### config.mk
export PLATFORM = sky130hd
export DESIGN_NAME = eb1_ifu_parcel_aligner
export DESIGN_NICKNAME = d
export VERILOG_FILES = /design/src/rtl/eb1_ifu_align_pkg.sv /design/src/rtl/eb1_ifu_parcel_fifo.sv /design/src/rtl/eb1_ifu_parcel_aligner.sv
export SDC_FILE = /design/constraint.sdc
export NUM_CORES = 1
export LEC_CHECK = 0
export ABC_AREA = 1
export BUFFER_PORTS_ARGS = -buffer_cell sky130_fd_sc_hd__buf_2
export CORE_ASPECT_RATIO = 2
export CORE_MARGIN = 5
export CORE_UTILIZATION = 35
export DETAILED_ROUTE_END_ITERATION = 10
export PLACE_DENSITY = 0.6
export SKIP_LAST_GASP = 1
export SLEW_MARGIN = 40
export SYNTH_ARGS = -nofsm -noshare
export SYNTH_HDL_FRONTEND = slang
export SYNTH_SLANG_ARGS = --single-unit
### constraint.sdc
create_clock -name clk -period 2.5 [get_ports clk]
set_input_delay 0.125 -clock clk [delete_from_list [all_inputs] [get_ports clk]]
set_output_delay 0.125 -clock clk [all_outputs]
set_load 0.01 [all_outputs]
### src/rtl/eb1_ifu_align_pkg.sv
// eb1_ifu_align_pkg: shared state enum, parcel entry and sizing constants for the parcel aligner
package eb1_ifu_align_pkg;
  localparam int PARCEL_W = 16;
  localparam int FETCH_PARCELS = 2;
  typedef enum logic [1:0] {
    S_IDLE = 2'd0,
    S_SKIP = 2'd1,
    S_RUN  = 2'd2
  } state_t;
  typedef struct packed {
    logic [PARCEL_W-1:0] data;
    logic err;
  } parcel_t;
endpackage

### src/rtl/eb1_ifu_parcel_fifo.sv
// eb1_ifu_parcel_fifo: circular parcel FIFO, push 0/1/2 (push_d0 first) and pop 0/1/2 per cycle; clr empties it; p0/p1 are the two oldest entries, count is occupancy
module eb1_ifu_parcel_fifo
  import eb1_ifu_align_pkg::*;
#(
  parameter int DEPTH = 4
) (
  input  logic clk,
  input  logic rst_l,
  input  logic clr,
  input  logic [1:0] push_n,
  input  parcel_t push_d0,
  input  parcel_t push_d1,
  input  logic [1:0] pop_n,
  output logic [$clog2(DEPTH+1)-1:0] count,
  output parcel_t p0,
  output parcel_t p1
);
  localparam int PW = $clog2(DEPTH);
  localparam int CW = $clog2(DEPTH+1);
  parcel_t mem [DEPTH];
  logic [PW-1:0] rptr, wptr;
  function automatic logic [PW-1:0] inc(input logic [PW-1:0] p, input logic [1:0] k);
    logic [PW:0] s;
    s = {1'b0, p} + {{(PW-1){1'b0}}, k};
    return s >= (PW+1)'(DEPTH) ? PW'(s - (PW+1)'(DEPTH)) : PW'(s);
  endfunction
  assign p0 = mem[rptr];
  assign p1 = mem[inc(rptr, 2'd1)];
  always_ff @(posedge clk) begin
    if (!rst_l) begin
      for (int i = 0; i < DEPTH; i++) mem[i] <= '0;
      rptr <= '0;
      wptr <= '0;
      count <= '0;
    end else if (clr) begin
      rptr <= '0;
      wptr <= '0;
      count <= '0;
    end else begin
      if (push_n != 2'd0) mem[wptr] <= push_d0;
      if (push_n == 2'd2) mem[inc(wptr, 2'd1)] <= push_d1;
      wptr <= inc(wptr, push_n);
      rptr <= inc(rptr, pop_n);
      count <= count + CW'(push_n) - CW'(pop_n);
    end
  end
endmodule

### src/rtl/eb1_ifu_parcel_aligner.sv
// eb1_ifu_parcel_aligner: aligns 32-bit fetch words (fetch_valid/ready, data, err) into 16/32-bit instructions (out_valid/ready, instr, is_c, pc, err), restarting on flush/flush_pc; define RV_ALIGN_EXPAND_EN to expand compressed parcels via eb1_ifu_compress_ctl
module eb1_ifu_parcel_aligner
  import eb1_ifu_align_pkg::*;
#(
  parameter int BUF_PARCELS = 4,
  parameter int PCW = 31
) (
  input  logic clk,
  input  logic rst_l,
  input  logic flush,
  input  logic [PCW-1:0] flush_pc,
  input  logic fetch_valid,
  output logic fetch_ready,
  input  logic [31:0] fetch_data,
  input  logic fetch_err,
  output logic out_valid,
  input  logic out_ready,
  output logic [31:0] out_instr,
  output logic out_is_c,
  output logic [PCW-1:0] out_pc,
  output logic out_err
);
  localparam int CW = $clog2(BUF_PARCELS+1);
  state_t state;
  logic [PCW-1:0] head_pc;
  logic [CW-1:0] count;
  parcel_t p0, p1, push_d0, push_d1;
  logic [1:0] push_n, pop_n;
  logic is_c, has, active;
  logic [31:0] c_exp;
  assign active = rst_l & (state != S_IDLE) & !flush;
  assign is_c = p0.data[1:0] != 2'b11;
  assign has = count != '0;
  assign fetch_ready = active & (count <= CW'(BUF_PARCELS-2));
  assign out_valid = active & ((count > CW'(1)) | ((count == CW'(1)) & is_c));
  assign push_n = fetch_valid & fetch_ready ? (state == S_SKIP ? 2'd1 : 2'd2) : 2'd0;
  assign pop_n = out_valid & out_ready ? (is_c ? 2'd1 : 2'd2) : 2'd0;
  assign push_d0 = '{data: state == S_SKIP ? fetch_data[31:16] : fetch_data[15:0], err: fetch_err};
  assign push_d1 = '{data: fetch_data[31:16], err: fetch_err};
`ifdef RV_ALIGN_EXPAND_EN
  eb1_ifu_compress_ctl u_expand (
    .din (p0.data),
    .dout(c_exp)
  );
`else
  assign c_exp = {16'b0, p0.data};
`endif
  assign out_instr = !has ? '0 : is_c ? c_exp : {p1.data, p0.data};
  assign out_is_c = has & is_c;
  assign out_err = has & (is_c ? p0.err : p0.err | p1.err);
  assign out_pc = head_pc;
  eb1_ifu_parcel_fifo #(.DEPTH(BUF_PARCELS)) u_fifo (
    .clk    (clk),
    .rst_l  (rst_l),
    .clr    (flush),
    .push_n (push_n),
    .push_d0(push_d0),
    .push_d1(push_d1),
    .pop_n  (pop_n),
    .count  (count),
    .p0     (p0),
    .p1     (p1)
  );
  always_ff @(posedge clk) begin
    if (!rst_l) begin
      state <= S_IDLE;
      head_pc <= '0;
    end else if (flush) begin
      state <= flush_pc[0] ? S_SKIP : S_RUN;
      head_pc <= flush_pc;
    end else begin
      if (state == S_SKIP && push_n != 2'd0) state <= S_RUN;
      if (pop_n != 2'd0) head_pc <= head_pc + (is_c ? PCW'(1) : PCW'(2));
    end
  end
endmodule

## After elaboration in Yosys (flattened, before gate mapping)

Memories as Yosys holds them, arrays and structs flattened. A register that Yosys moved wholly into a read port is not among the register bits.
Cells that the tools add are included.

| storage, ports and cells | value |
|---|---|
| memories kept | 1 |
| bits of input ports | 69 |
| output and inout bits | 67 |
| bits in registers | 40 |
| bits in writable memories | 68 |

| cells by class | value |
|---|---|
| reductions and logical operators | 11 |
| add/subtract/negate cells | 11 |
| mux-type cells | 34 |
| bitwise operators | 12 |
| equality and inequality tests | 4 |
| order comparisons | 6 |

Memory list:

| name | words | width | read ports | clocked after memory_dff | wr ports | line | text |
|---|---|---|---|---|---|---|---|
| u_fifo.mem | 4 | 17 | 2 | 1 | 4 | eb1_ifu_parcel_fifo.sv:20 | `parcel_t mem [DEPTH];` |

Operators with widths:

| kind | number |
|---|---|
| 2-to-1 mux 32 bit | 2 |
| 2-to-1 mux 31 bit | 2 |
| 2-to-1 mux 17 bit | 2 |
| OR reduction 17 bit | 2 |
| adder 31 x 2 -> 31 bit | 1 |
| 2-to-1 mux 2 bit | 15 |
| 2-to-1 mux 16 bit | 1 |
| >= comparator 3 bit, second input constant | 4 |
| 2-to-1 mux 1 bit | 12 |
| nonzero test 2 bit | 5 |
| bitwise AND 1 bit | 9 |
| subtractor 2 x 1 -> 2 bit, second input constant | 4 |
| adder 2 x 1 -> 3 bit, second input constant | 2 |
| adder 2 x 2 -> 3 bit | 2 |
| adder 3 x 2 -> 3 bit | 1 |
| == test 3 x 1 -> 1 bit, second input constant | 1 |
| > comparator 3 x 1 -> 1 bit, second input constant | 1 |
| <= comparator 3 x 2 -> 1 bit, second input constant | 1 |
| nonzero test 3 bit | 1 |
| subtractor 3 x 2 -> 3 bit | 1 |
| == test 2 x 1 -> 1 bit, second input constant | 1 |
| == test 2 bit, second input constant | 1 |
| inequality test 2 bit, second input constant | 1 |
| bitwise OR 1 bit | 2 |
| 4 further kinds | 4 |

## Longest topological paths before layout

Gate-level depths: netlist of the first run.

| logic depth | value |
|---|---|
| word-level depth | 13 |
| gate-level depth with buffers | 19 |

## By module

Synthesis of the first run repeated with hierarchy kept, for this count alone.

| unflattened totals | value |
|---|---|
| cell total of the unflattened synthesis | 1199 |
| area, all modules | 7828.8 um2 |

Modules (own cells, without submodules):

| module | cells an instance | area an instance (um2) | times used | sequential area each (um2) |
|---|---|---|---|---|
| eb1_ifu_parcel_fifo | 656 | 4906.0 | 1 | 2182.1 |
| eb1_ifu_parcel_aligner | 543 | 2922.8 | 1 | 660.6 |

## Worst setup path after synthesis of the first run

No wires, ideal clock.

| path | value |
|---|---|
| kind | flip-flop to flip-flop |
| start | reg u_fifo.count[2] |
| end | reg u_fifo.count[2] |
| period minus slack after synthesis | 2.690 ns |
| stages on the path, launching flop included | 14 |
| path buffers | 1 |
| data arrival time | 2.620 ns |
| setup slack | -0.190 ns |
| cells stage by stage | dfxtp_1 > nor2_1 > inv_1 > nor2_1 > nor2_1 > nand3_2 > buf_6 > nor2_1 > ha_1 > inv_1 > ha_1 > fa_1 > or2_2 > a21oi_1 |

| on the way | value |
|---|---|
| cells in the longest elaborated chain, start to end | 7 |
| elaborated cells on any way between the ends | 13 |

RTL lines:

| element | line | text |
|---|---|---|
| from (decl) | eb1_ifu_parcel_fifo.sv:14 | `output logic [$clog2(DEPTH+1)-1:0] count,` |
| from (signal assigned) | eb1_ifu_parcel_fifo.sv:44 | `count <= count + CW'(push_n) - CW'(pop_n);` |
| parallel branches: the longest is 6 deep, another holds <= comparator 3 x 2 -> 1 bit | -- |  |
| subtractor 3 x 2 -> 3 bit * | eb1_ifu_parcel_fifo.sv:44 |  |

Every way passes the cells marked *.
A chain may end at the register's enable or synchronous reset.

==> results of run 1 <==
==> registers in the layout, summed over array words and instances, names as in the netlist <==
name,cells
u_fifo.rptr,2
u_fifo.wptr,2
u_fifo.count,3
u_fifo.mem,68
state,2
out_pc,31
==> repair_timing <==
action                                  4_1_cts  5_1_grt
gates cloned                                  0        0
setup buffers                                 0        5
resized for setup                             8       21
endpoints found under the setup margin       20       24
pin swaps                                     0        5
==> through the flow <==
step | setup WS (ns) | TNS (ns) | total power (W) | cell area, sq um
final | 0.125 | 0 | 0.00404 | 9020
after global routing | -0.0166 | -0.0178 | 0.00421 | 9020
after CTS | -0.0128 | -0.0128 | 0.00407 | 8930
after detailed placement | -0.170 | -0.721 | 0.00260 | 8610
after global placement | -0.104 | -0.231 | 0.00259 | 8610
after floorplan | 0.00286 | 0 | 0.00236 | 7390
==> cell type report <==
class / instances / share of cell area [%]
Clock buffer: 9 / 2.50
Clock inverter: 7 / 0.818
Inverter: 133 / 5.63
Multi-Input combinational cell: 795 / 42.6
Sequential cell: 108 / 31.6
Tap cell: 269 / 3.73
Timing Repair Buffer: 199 / 13.1
==> per-layer routing <==
layer	vias up	track usage, %
met5	-	0
met1	3467	18.8
met2	233	41.1
li1	3841	-
met4	0	12.2
met3	81	2.42
==> placed cells by master, fill, tap and decap left out, types with 14 or more instances in the layout <==
master    count
nand2_1     330
buf_2       135
inv_1       123
nor2_1      105
o21ai_0      95
a21oi_1      78
nand3_1      68
edfxtp_1     68
buf_4        61
dfxtp_1      37
o21ai_2      16
o211ai_1     15
o21ai_1      14
==> worst min-delay path: stages <==
cell and delay (ns):
buf_2 0.07, nand2_1 0.04, nand3_1 0.07, nand2_1 0.04
inv_1 0.04
==> cells by family after synthesis <==
family	Yosys count	share of synthesized area (%)
flip-flops	108	38.6
buffers and inverters	186	10.4
AO/OA/AOI/OAI	231	17.4
AND/OR/NAND/NOR	542	30.2
adder cells (fa/ha/maj)	9	1.84
XOR/XNOR	13	1.55
==> power groups by stage <==
| stage | sequential, W | clock [W] | combinational [W] |
|---|---|---|---|
| 2_1_floorplan | 0.00207 | 0 | 0.000290 |
| 3_3_place_gp | 0.00208 | 0 | 0.000517 |
| 3_5_place_dp | 0.00208 | 0 | 0.000522 |
| 4_1_cts | 0.00203 | 0.00151 | 0.000525 |
| 5_1_grt | 0.00205 | 0.00157 | 0.000592 |
| 6_report | 0.00203 | 0.00148 | 0.000526 |
==> worst min-delay path by stage <==
stage	slack, ns	end	cells after the start	start
after floorplan	0.28	state[1]	3	flush
after global placement	0.42	u_fifo.mem[0][11]	3	fetch_data[26]
after detailed placement	0.43	u_fifo.mem[0][5]	3	fetch_data[20]
after CTS	0.06	u_fifo.mem[0][5]	3	fetch_data[20]
after global routing	0.08	out_pc[23]	5	flush_pc[23]
final	0.07	out_pc[20]	5	flush_pc[20]
==> results.ini, run 1 <==
[run_status]
status = finished, final reports clean

[floorplanning]
fp.dieH_um = 215
ioPinCount = 136
initial_core_util_pct = 35.3
coreArea_sq_um = 20800
dieArea_sq_um = 24200
rows = 75
fp.dieW_um = 113

[logic_synthesis]
post-synth-top-area-cell = edfxtp_1
ys_seq_elements = 108
netlist_area_sq_um = 7360
synth.area.top_cells = edfxtp_1 (28%), nand2_1 (17%), dfxtp_1 (11%), inv_1 (6.5%), o21ai_0 (6.5%)
synth_commonest_cells = nand2_1 (333), inv_1 (127), nor2_1 (111), o21ai_0 (95), a21oi_1 (80)
yosys_warnings = 0
syn-num-nets = 1167
synth_area_per_cell_sq_um = 6.76
synth_most_common_cell = nand2_1
synth_edf_count = 68
synth_cell_types = 31
syn_inst = 1089
netlist.area_leader.share_pct = 27.7
seq_area_frac_synth_pct = 38.6
ys_async_sr_fraction_pct = 0
synthFlopType = edfxtp_1

[setup_path]
rr_worst_depth = 14
crit_fanout = 7
max_stage_delay_ns = 0.41
r2r_start = u_fifo.rptr[0]
start_kind = register
crit_cells = 14
end_kind = register
timing.rr.end = u_fifo.count[2]
slowest_stage = dfxtp_4
cp.required_ns = 2.79
startpoint = u_fifo.rptr[0]
crit_path_end = u_fifo.count[2]
cp_common_cell = nand3_2
crit_arrival_ns = 2.66
crit_family = adder cells
r2r_setup_slack_ns = 0.13
critPathBufInv = 3
path_cells = clkinv_4, nand2_1, nand3_2, nand2_2, buf_4, nand3_2, nand3_4, nor2_1, ha_1, inv_1, ha_2, fa_2, or2_4, a21oi_2
critPathKind = register to register

[routing]
firstDrtPassIters = 5
met1Wirelength_mm = 8.34
highest_layer = met4
drt_wl_total_mm = 25.3
met2_length_mm = 14.5
routed_via_density = 5.01
wire_per_inst_um = 16.7
met3_length_mm = 1.05
drt_iter0_drc = 534
num_vias = 7622
route.antenna.remaining_nets = 0
drc = 0

[clocking]
clock_latency_ns = 0.35
ctsHoldBuffers = 0
cts.sinks = 108
clockBufferDepth = 2
clk_pin_slew_ns = 0.08
numCtsBuffers = 9
cts_tree = done
h-tree-depth = 3
clockRootBuffer = clkbuf_16

[min_path]
hold_path_class = primary input to register

[power]
power.share.clock_pct = 36.7
p_switching_w = 0.00109
vdd_drop_max_mv = 0.425
p_int_w = 0.00296
switching_share_pct = 26.9
combinationalPowerShare_pct = 13.0
leakage_nw = 3.99
power.density_nw_per_um2 = 448
p_seq_share_pct = 50.3

[grt]
grtUsageTotal_pct = 20.5
first_global_vias = 7561
grt_pass1_wl_mm = 38.8
antenna_found_initial = 0
grt_start_max_net_pins = 43
overflow = 0

[sta]
finalHoldViolations = 0
max_slew_margin_pct = 61.9
worst_pin_slew_ns = 0.570
final_max_slew_viol_count = 0
period_minus_slack_ns = 2.37
fin_skew_ns = 0.00964
setup_violations = 0
hold_slack_ns = 0.0709
grt_setup_unrepaired = true
fmax_mhz = 421
fin_crit_sh_pct = 95.0

[cells_and_area]
nets = 1324
syn2layout_area_growth_pct = 22.6
drive_gt1_share_pct = 22.1
multi_input_area_sq_um = 3840
n_antenna_cell = 0
fillers = 2248
postLayoutCoreUtil_pct = 43.3
finalNonFillerCells = 1520
seq_area_sq_um = 2850

[place]
portBuffers = 135
place_congestion = 0.980
place_inst = 1499
hpwlAfterDp_mm = 19.3

[job]
drv_cap = 0

No activity file was read; power rests on OpenSTA's default activity.
==> run 2: changes to the inputs <==
--- a/config.mk
+++ b/config.mk
@@ -8,10 +8,10 @@
 export ABC_AREA = 1
 export BUFFER_PORTS_ARGS = -buffer_cell sky130_fd_sc_hd__buf_2
 export CORE_ASPECT_RATIO = 2
-export CORE_MARGIN = 5
-export CORE_UTILIZATION = 35
+export CORE_MARGIN = 2
+export CORE_UTILIZATION = 40
 export DETAILED_ROUTE_END_ITERATION = 10
-export PLACE_DENSITY = 0.6
+export PLACE_DENSITY = 0.67
 export SKIP_LAST_GASP = 1
 export SLEW_MARGIN = 40
 export SYNTH_ARGS = -nofsm -noshare
==> results.ini, run 2 (same netlist as run 1, synthesis figures left out) <==
[grt]
grt_start_max_net_pins = 40  ; -7.0%
grt_pass1_wl_mm = 37.6  ; -3.1%
overflow = 0  ; unchanged
antenna_found_initial = 0  ; unchanged
first_global_vias = 7598  ; +0.49%
grtUsageTotal_pct = 25.0  ; +4.5 points

[sta]
worst_pin_slew_ns = 0.464  ; -0.106 ns
fin_skew_ns = 0.00898  ; -0.000663 ns
final_max_slew_viol_count = 0  ; unchanged
period_minus_slack_ns = 2.37  ; -0.00459 ns
finalHoldViolations = 0  ; unchanged
fin_crit_sh_pct = 94.8  ; -0.18 points
fmax_mhz = 422  ; +0.19%
setup_violations = 0  ; unchanged
grt_setup_unrepaired = true
max_slew_margin_pct = 69.0  ; +7.0 points
layout_setup_ws_ns = 0.130  ; +0.00459 ns

[cells_and_area]
multi_input_area_sq_um = 3830  ; -0.39%
syn2layout_area_growth_pct = 20.4
final_common_cell = nand2_1
largest_register_ffs = 68  ; unchanged
seq_area_sq_um = 2850  ; unchanged
fillers = 1886  ; -16%
n_antenna_cell = 0  ; unchanged
top_register = u_fifo.mem
final_cell_mix = nand2_1 (327), buf_2 (135), inv_1 (123)
drive_gt1_share_pct = 21.4  ; -0.68 points
nets = 1317  ; -0.53%

[floorplanning]
fp.dieH_um = 196  ; -8.9%
initial_core_util_pct = 40.6  ; +5.3 points
coreArea_sq_um = 18100  ; -13%
dieArea_sq_um = 19600  ; -19%
ioPinCount = 136  ; unchanged
fp.dieW_um = 99.9  ; -11%
rows = 70  ; -6.7%

[place]
portBuffers = 135  ; unchanged
hpwlAfterDp_mm = 18.0  ; -6.4%
place_congestion = 0.983  ; +0.31%
preCtsSetupSlack_ns = -0.142  ; +0.0278 ns

[clocking]
ctsHoldBuffers = 0  ; unchanged
clock_latency_ns = 0.36  ; about the same
cts.sinks = 108  ; unchanged
clockRootBuffer = clkbuf_16
numCtsBuffers = 9  ; unchanged
cts_tree = done
h-tree-depth = 3  ; unchanged
clockBufferDepth = 2  ; unchanged
clk_pin_slew_ns = 0.08  ; about the same

[power]
finalPower_w = 0.00395  ; -2.3%
leakage_nw = 3.96  ; -0.72%
p_int_w = 0.00285  ; -3.5%
power.share.clock_pct = 35.3  ; -1.4 points
vdd_drop_max_mv = 0.360  ; -15%
combinationalPowerShare_pct = 13.1  ; about the same
p_seq_share_pct = 51.6  ; +1.3 points
switching_share_pct = 27.8  ; +0.91 points
power.density_nw_per_um2 = 446  ; -0.52%
p_switching_w = 0.00110  ; +1.1%

[setup_path]
r2r_setup_slack_ns = 0.13  ; about the same
end_kind = register
start_kind = register
slowest_stage = fa_1
rr_worst_depth = 13  ; -1
path_cells = inv_2, nand2_1, nand3_2, nand2_2, nand2_2, inv_2, nand4_1, inv_1, fa_1, inv_1, fa_2, or2_2, a21oi_1
crit_cells = 13  ; -1
r2r_start = u_fifo.mem[0][2]
critPathKind = register to register
cp.required_ns = 2.80  ; about the same
timing.rr.end = u_fifo.count[2]
crit_arrival_ns = 2.67  ; about the same
crit_family = adder cells
startpoint = u_fifo.mem[0][2]
crit_fanout = 3  ; -4
max_stage_delay_ns = 0.50  ; +0.09 ns
crit_path_end = u_fifo.count[2]
critPathBufInv = 4  ; +1

[routing]
routed_via_density = 5.34  ; +6.5%
drt_wl_total_mm = 24.4  ; -3.5%
drt_iter0_drc = 363  ; -32%
route.antenna.remaining_nets = 0  ; unchanged
wire_per_inst_um = 16.7  ; +0.48%
drc = 0  ; unchanged
num_vias = 7798  ; +2.3%
firstDrtPassIters = 5  ; unchanged

[run_status]
status = finished, final reports clean

[min_path]
hold_path_class = primary input to register

[job]
drv_cap = 0  ; unchanged

[run 2: worst register-to-register path, stage by stage, from the launching register on]
cell and delay, ns:
edfxtp_1 0.39, inv_2 0.09, nand2_1 0.07, nand3_2 0.08
nand2_2 0.08, nand2_2 0.08, inv_2 0.04, nand4_1 0.08
inv_1 0.07, fa_1 0.50, inv_1 0.06, fa_2 0.38
or2_2 0.30, a21oi_1 0.11
[run 2: repair_timing]
action	4_1_cts	5_1_grt
setup endpoints to repair	16	29
pin swaps	0	4
buffers inserted	0	1
gates resized for setup	5	22
cloned	0	0
[run 2: worst min-delay path by stage]
stage	from	to	slack, ns	depth (start not counted)
after floorplan	flush	state[1]	0.28	3
after global placement	fetch_data[25]	u_fifo.mem[0][10]	0.42	3
after detailed placement	fetch_data[31]	u_fifo.mem[0][16]	0.42	3
after CTS	fetch_data[31]	u_fifo.mem[0][16]	0.05	3
after global routing	fetch_data[31]	u_fifo.mem[0][16]	0.05	3
final	fetch_data[31]	u_fifo.mem[0][16]	0.05	3
[run 2: area by class of cell]
cell class                 count  share of cell area, %
clock buffer                  10                   2.58
clock inverter                 6                  0.522
inverter                     133                   5.73
multi-input combinational    795                   43.2
sequential                   108                   32.2
tap                          216                   3.05
timing repair buffer         192                   12.8
[run 2: power by group through the flow]
stage	clock network, W	registers (W)	logic (W)
CTS	0.00141	0.00204	0.000517
finish	0.00139	0.00204	0.000519
global route	0.00147	0.00205	0.000584
global placement	0	0.00208	0.000506
floorplan	0	0.00207	0.000290
detailed placement	0	0.00208	0.000514
[run 2: stage by stage]
| stage | hold slack (ns) | utilization [%] | instances | TNS (ns) | cell area [sq um] |
|---|---|---|---|---|---|
| 5_1_grt | 0.0542 | 48.9 | 1460 | -0.157 | 8860 |
| 3_3_place_gp | 0.421 | 47.0 | 1443 | -0.0651 | 8520 |
| 2_1_floorplan | 0.282 | - | 1089 | 0 | 7390 |
| 3_5_place_dp | 0.422 | 47.0 | 1443 | -0.493 | 8520 |
| 4_1_cts | 0.0461 | 48.5 | 1459 | 0 | 8800 |
| 6_report | 0.0511 | 48.9 | 1460 | 0 | 8860 |
[run 2: layer usage]
| metal | GRT usage, % | wire [um] | share of wire, % |
|---|---|---|---|
| met5 | 0 | 0 | 0 |
| met4 | 15.5 | 1240 | 5.1 |
| met3 | 2.71 | 1270 | 5.2 |
| met2 | 48.5 | 13700 | 56 |
| met1 | 24.2 | 8200 | 34 |
==> run 3: changes to the inputs <==
--- a/config.mk
+++ b/config.mk
@@ -6,7 +6,7 @@
 export NUM_CORES = 1
 export LEC_CHECK = 0
 export ABC_AREA = 1
-export BUFFER_PORTS_ARGS = -buffer_cell sky130_fd_sc_hd__buf_2
+export BUFFER_PORTS_ARGS = -buffer_cell sky130_fd_sc_hd__clkbuf_2
 export CORE_ASPECT_RATIO = 2
 export CORE_MARGIN = 2
 export CORE_UTILIZATION = 40
==> results.ini, run 3 (same netlist as run 1, synthesis figures left out) <==
[run_status]
status = finished, final reports clean

[power]
power.share.clock_pct = 35.7  ; +0.4 points
p_int_w = 0.00286  ; +0.35%
finalPower_w = 0.00398  ; +0.79%
leakage_nw = 3.95  ; -0.26%
power.density_nw_per_um2 = 445  ; -0.11%
combinationalPowerShare_pct = 13.1  ; about the same
p_seq_share_pct = 51.2  ; -0.4 points
switching_share_pct = 28.1  ; +0.31 points
p_switching_w = 0.00112  ; +1.9%
vdd_drop_max_mv = 0.276  ; -23%

[sta]
fin_skew_ns = 0.0111  ; +0.00216 ns
period_minus_slack_ns = 2.44  ; +0.0740 ns
finalHoldViolations = 0  ; unchanged
setup_violations = 0  ; unchanged
max_slew_margin_pct = 55.6  ; -13 points
fin_crit_sh_pct = 97.8  ; +3.0 points
worst_pin_slew_ns = 0.665  ; +0.201 ns
tns_ns = 0  ; unchanged
final_max_slew_viol_count = 0  ; unchanged
hold_slack_ns = 0.0620  ; +0.0108 ns
fmax_mhz = 409  ; -3.0%

[floorplanning]
fp.dieW_um = 99.9  ; unchanged
fp.dieH_um = 196  ; unchanged
rows = 70  ; unchanged
coreArea_sq_um = 18100  ; unchanged
ioPinCount = 136  ; unchanged
dieArea_sq_um = 19600  ; unchanged
initial_core_util_pct = 40.6  ; unchanged

[grt]
grt_pass1_wl_mm = 37.5  ; about the same
grt_start_max_net_pins = 40  ; unchanged
first_global_vias = 7531  ; -0.88%
antenna_found_initial = 0  ; unchanged
overflow = 0  ; unchanged
grtUsageTotal_pct = 24.9  ; -0.14 points

[cells_and_area]
syn2layout_area_growth_pct = 21.5
largest_register_ffs = 68  ; unchanged
fillers = 1871  ; -0.80%
postLayoutCellArea_sq_um = 8940  ; +0.90%
top_register = u_fifo.mem
final_common_cell = nand2_1
n_antenna_cell = 0  ; unchanged
nets = 1322  ; +0.38%
drive_gt1_share_pct = 22.5  ; +1.1 points
final_cell_mix = nand2_1 (325), clkbuf_2 (135), inv_1 (122)

[min_path]
hold_path_class = primary input to register

[routing]
firstDrtPassIters = 7  ; +2
drc = 0  ; unchanged
routed_via_density = 5.23  ; -2.0%
drt_wl_total_mm = 24.3  ; -0.68%
wire_per_inst_um = 16.6  ; -1.0%
route.antenna.remaining_nets = 0  ; unchanged
num_vias = 7666  ; -1.7%
drt_iter0_drc = 393  ; +8.3%

[job]
drv_cap = 0  ; unchanged

[setup_path]
start_kind = register
crit_arrival_ns = 2.75  ; +0.08 ns
critPathKind = register to register
end_kind = register
crit_fanout = 6  ; +3
cp.required_ns = 2.80  ; about the same

[place]
hpwlAfterDp_mm = 18.3  ; +1.5%
placed_area_sq_um = 8530  ; +0.12%
place_congestion = 0.967  ; -1.6%
portBuffers = 135  ; unchanged

[clocking]
clockBufferDepth = 2  ; unchanged
cts.sinks = 108  ; unchanged
clock_latency_ns = 0.36  ; about the same
numCtsBuffers = 9  ; unchanged
h-tree-depth = 3  ; unchanged
clk_pin_slew_ns = 0.08  ; about the same
cts_tree = done
clockRootBuffer = clkbuf_16

-- run 3: cell count changes in the layout (fill, tap and decap cells not counted), moves of 2 or more --
| cell | change |
|---|---|
| buf_2 | -135 |
| clkbuf_2 | +135 |
| buf_4 | +5 |
| a21oi_1 | -3 |
| a21oi_2 | +3 |
| nor2_1 | -3 |
| clkinvlp_4 | +2 |
| nand2_1 | -2 |
| nand2_2 | +2 |
| nor2_2 | +2 |
-- run 3: layout make-up --
type | instances | area, sq um | area share, %
Clock buffer | 9 | 225 | 2.52
Clock inverter | 7 | 57.6 | 0.643
Inverter | 133 | 508 | 5.68
Multi-Input combinational cell | 795 | 3860 | 43.2
Sequential cell | 108 | 2850 | 31.9
Tap cell | 216 | 270 | 3.02
Timing Repair Buffer | 197 | 1170 | 13.1
-- run 3: what timing repair did --
action,CTS,global route
setup buffers,0,5
hold endpoints to repair,0,0
gates resized for setup,2,34
setup endpoints to repair,16,36
pin swaps,0,2
hold buffers,0,0
gates cloned,0,0
-- run 3: path summary, 6_finish.rpt --
path	start	endpoint	slack (ns)	cells after the start
max	u_fifo.rptr[0]	u_fifo.count[2]	0.06	13
min	fetch_data[16]	u_fifo.mem[0][1]	0.06	3
max reg2reg	u_fifo.rptr[0]	u_fifo.count[2]	0.06	13
min reg2reg	state[1]	state[1]	0.49	2
-- run 3: routing by layer --
metal  vias to the layer above  GRT usage, %  wire length [um]
li1                       3839             -                 -
met1                      3483          24.0              8100
met2                       259          48.8             13600
met3                        85          2.21              1040
met4                         0          15.3              1530
met5                         -             0                 0
-- run 3: worst max-delay path, cell delays in order, from the launching register on --
cell and delay, ns:
dfxtp_4 0.40, buf_4 0.13, nand2_1 0.06, nand3_2 0.09, nand2_2 0.07, nand2_2 0.07, inv_2 0.05, nand4_1 0.09
inv_1 0.07, fa_1 0.50, inv_1 0.06, fa_2 0.38, or2_2 0.31, a21oi_2 0.11
-- run 3: power groups by stage --
stage	logic [W]	registers, W	clock network (W)
global route	0.000590	0.00205	0.00151
CTS	0.000521	0.00204	0.00145
global placement	0.000510	0.00208	0
floorplan	0.000290	0.00207	0
finish	0.000523	0.00204	0.00142
detailed placement	0.000518	0.00208	0
-- run 3: metrics by stage --
step                      std cells  worst slack (ns)  util, %
after floorplan                1089           0.00286        -
after global placement         1444           -0.0119     47.0
after detailed placement       1444            -0.107     47.0
after CTS                      1460           -0.0308     48.6
after global routing           1465           -0.0270     49.3
final                          1465            0.0559     49.3
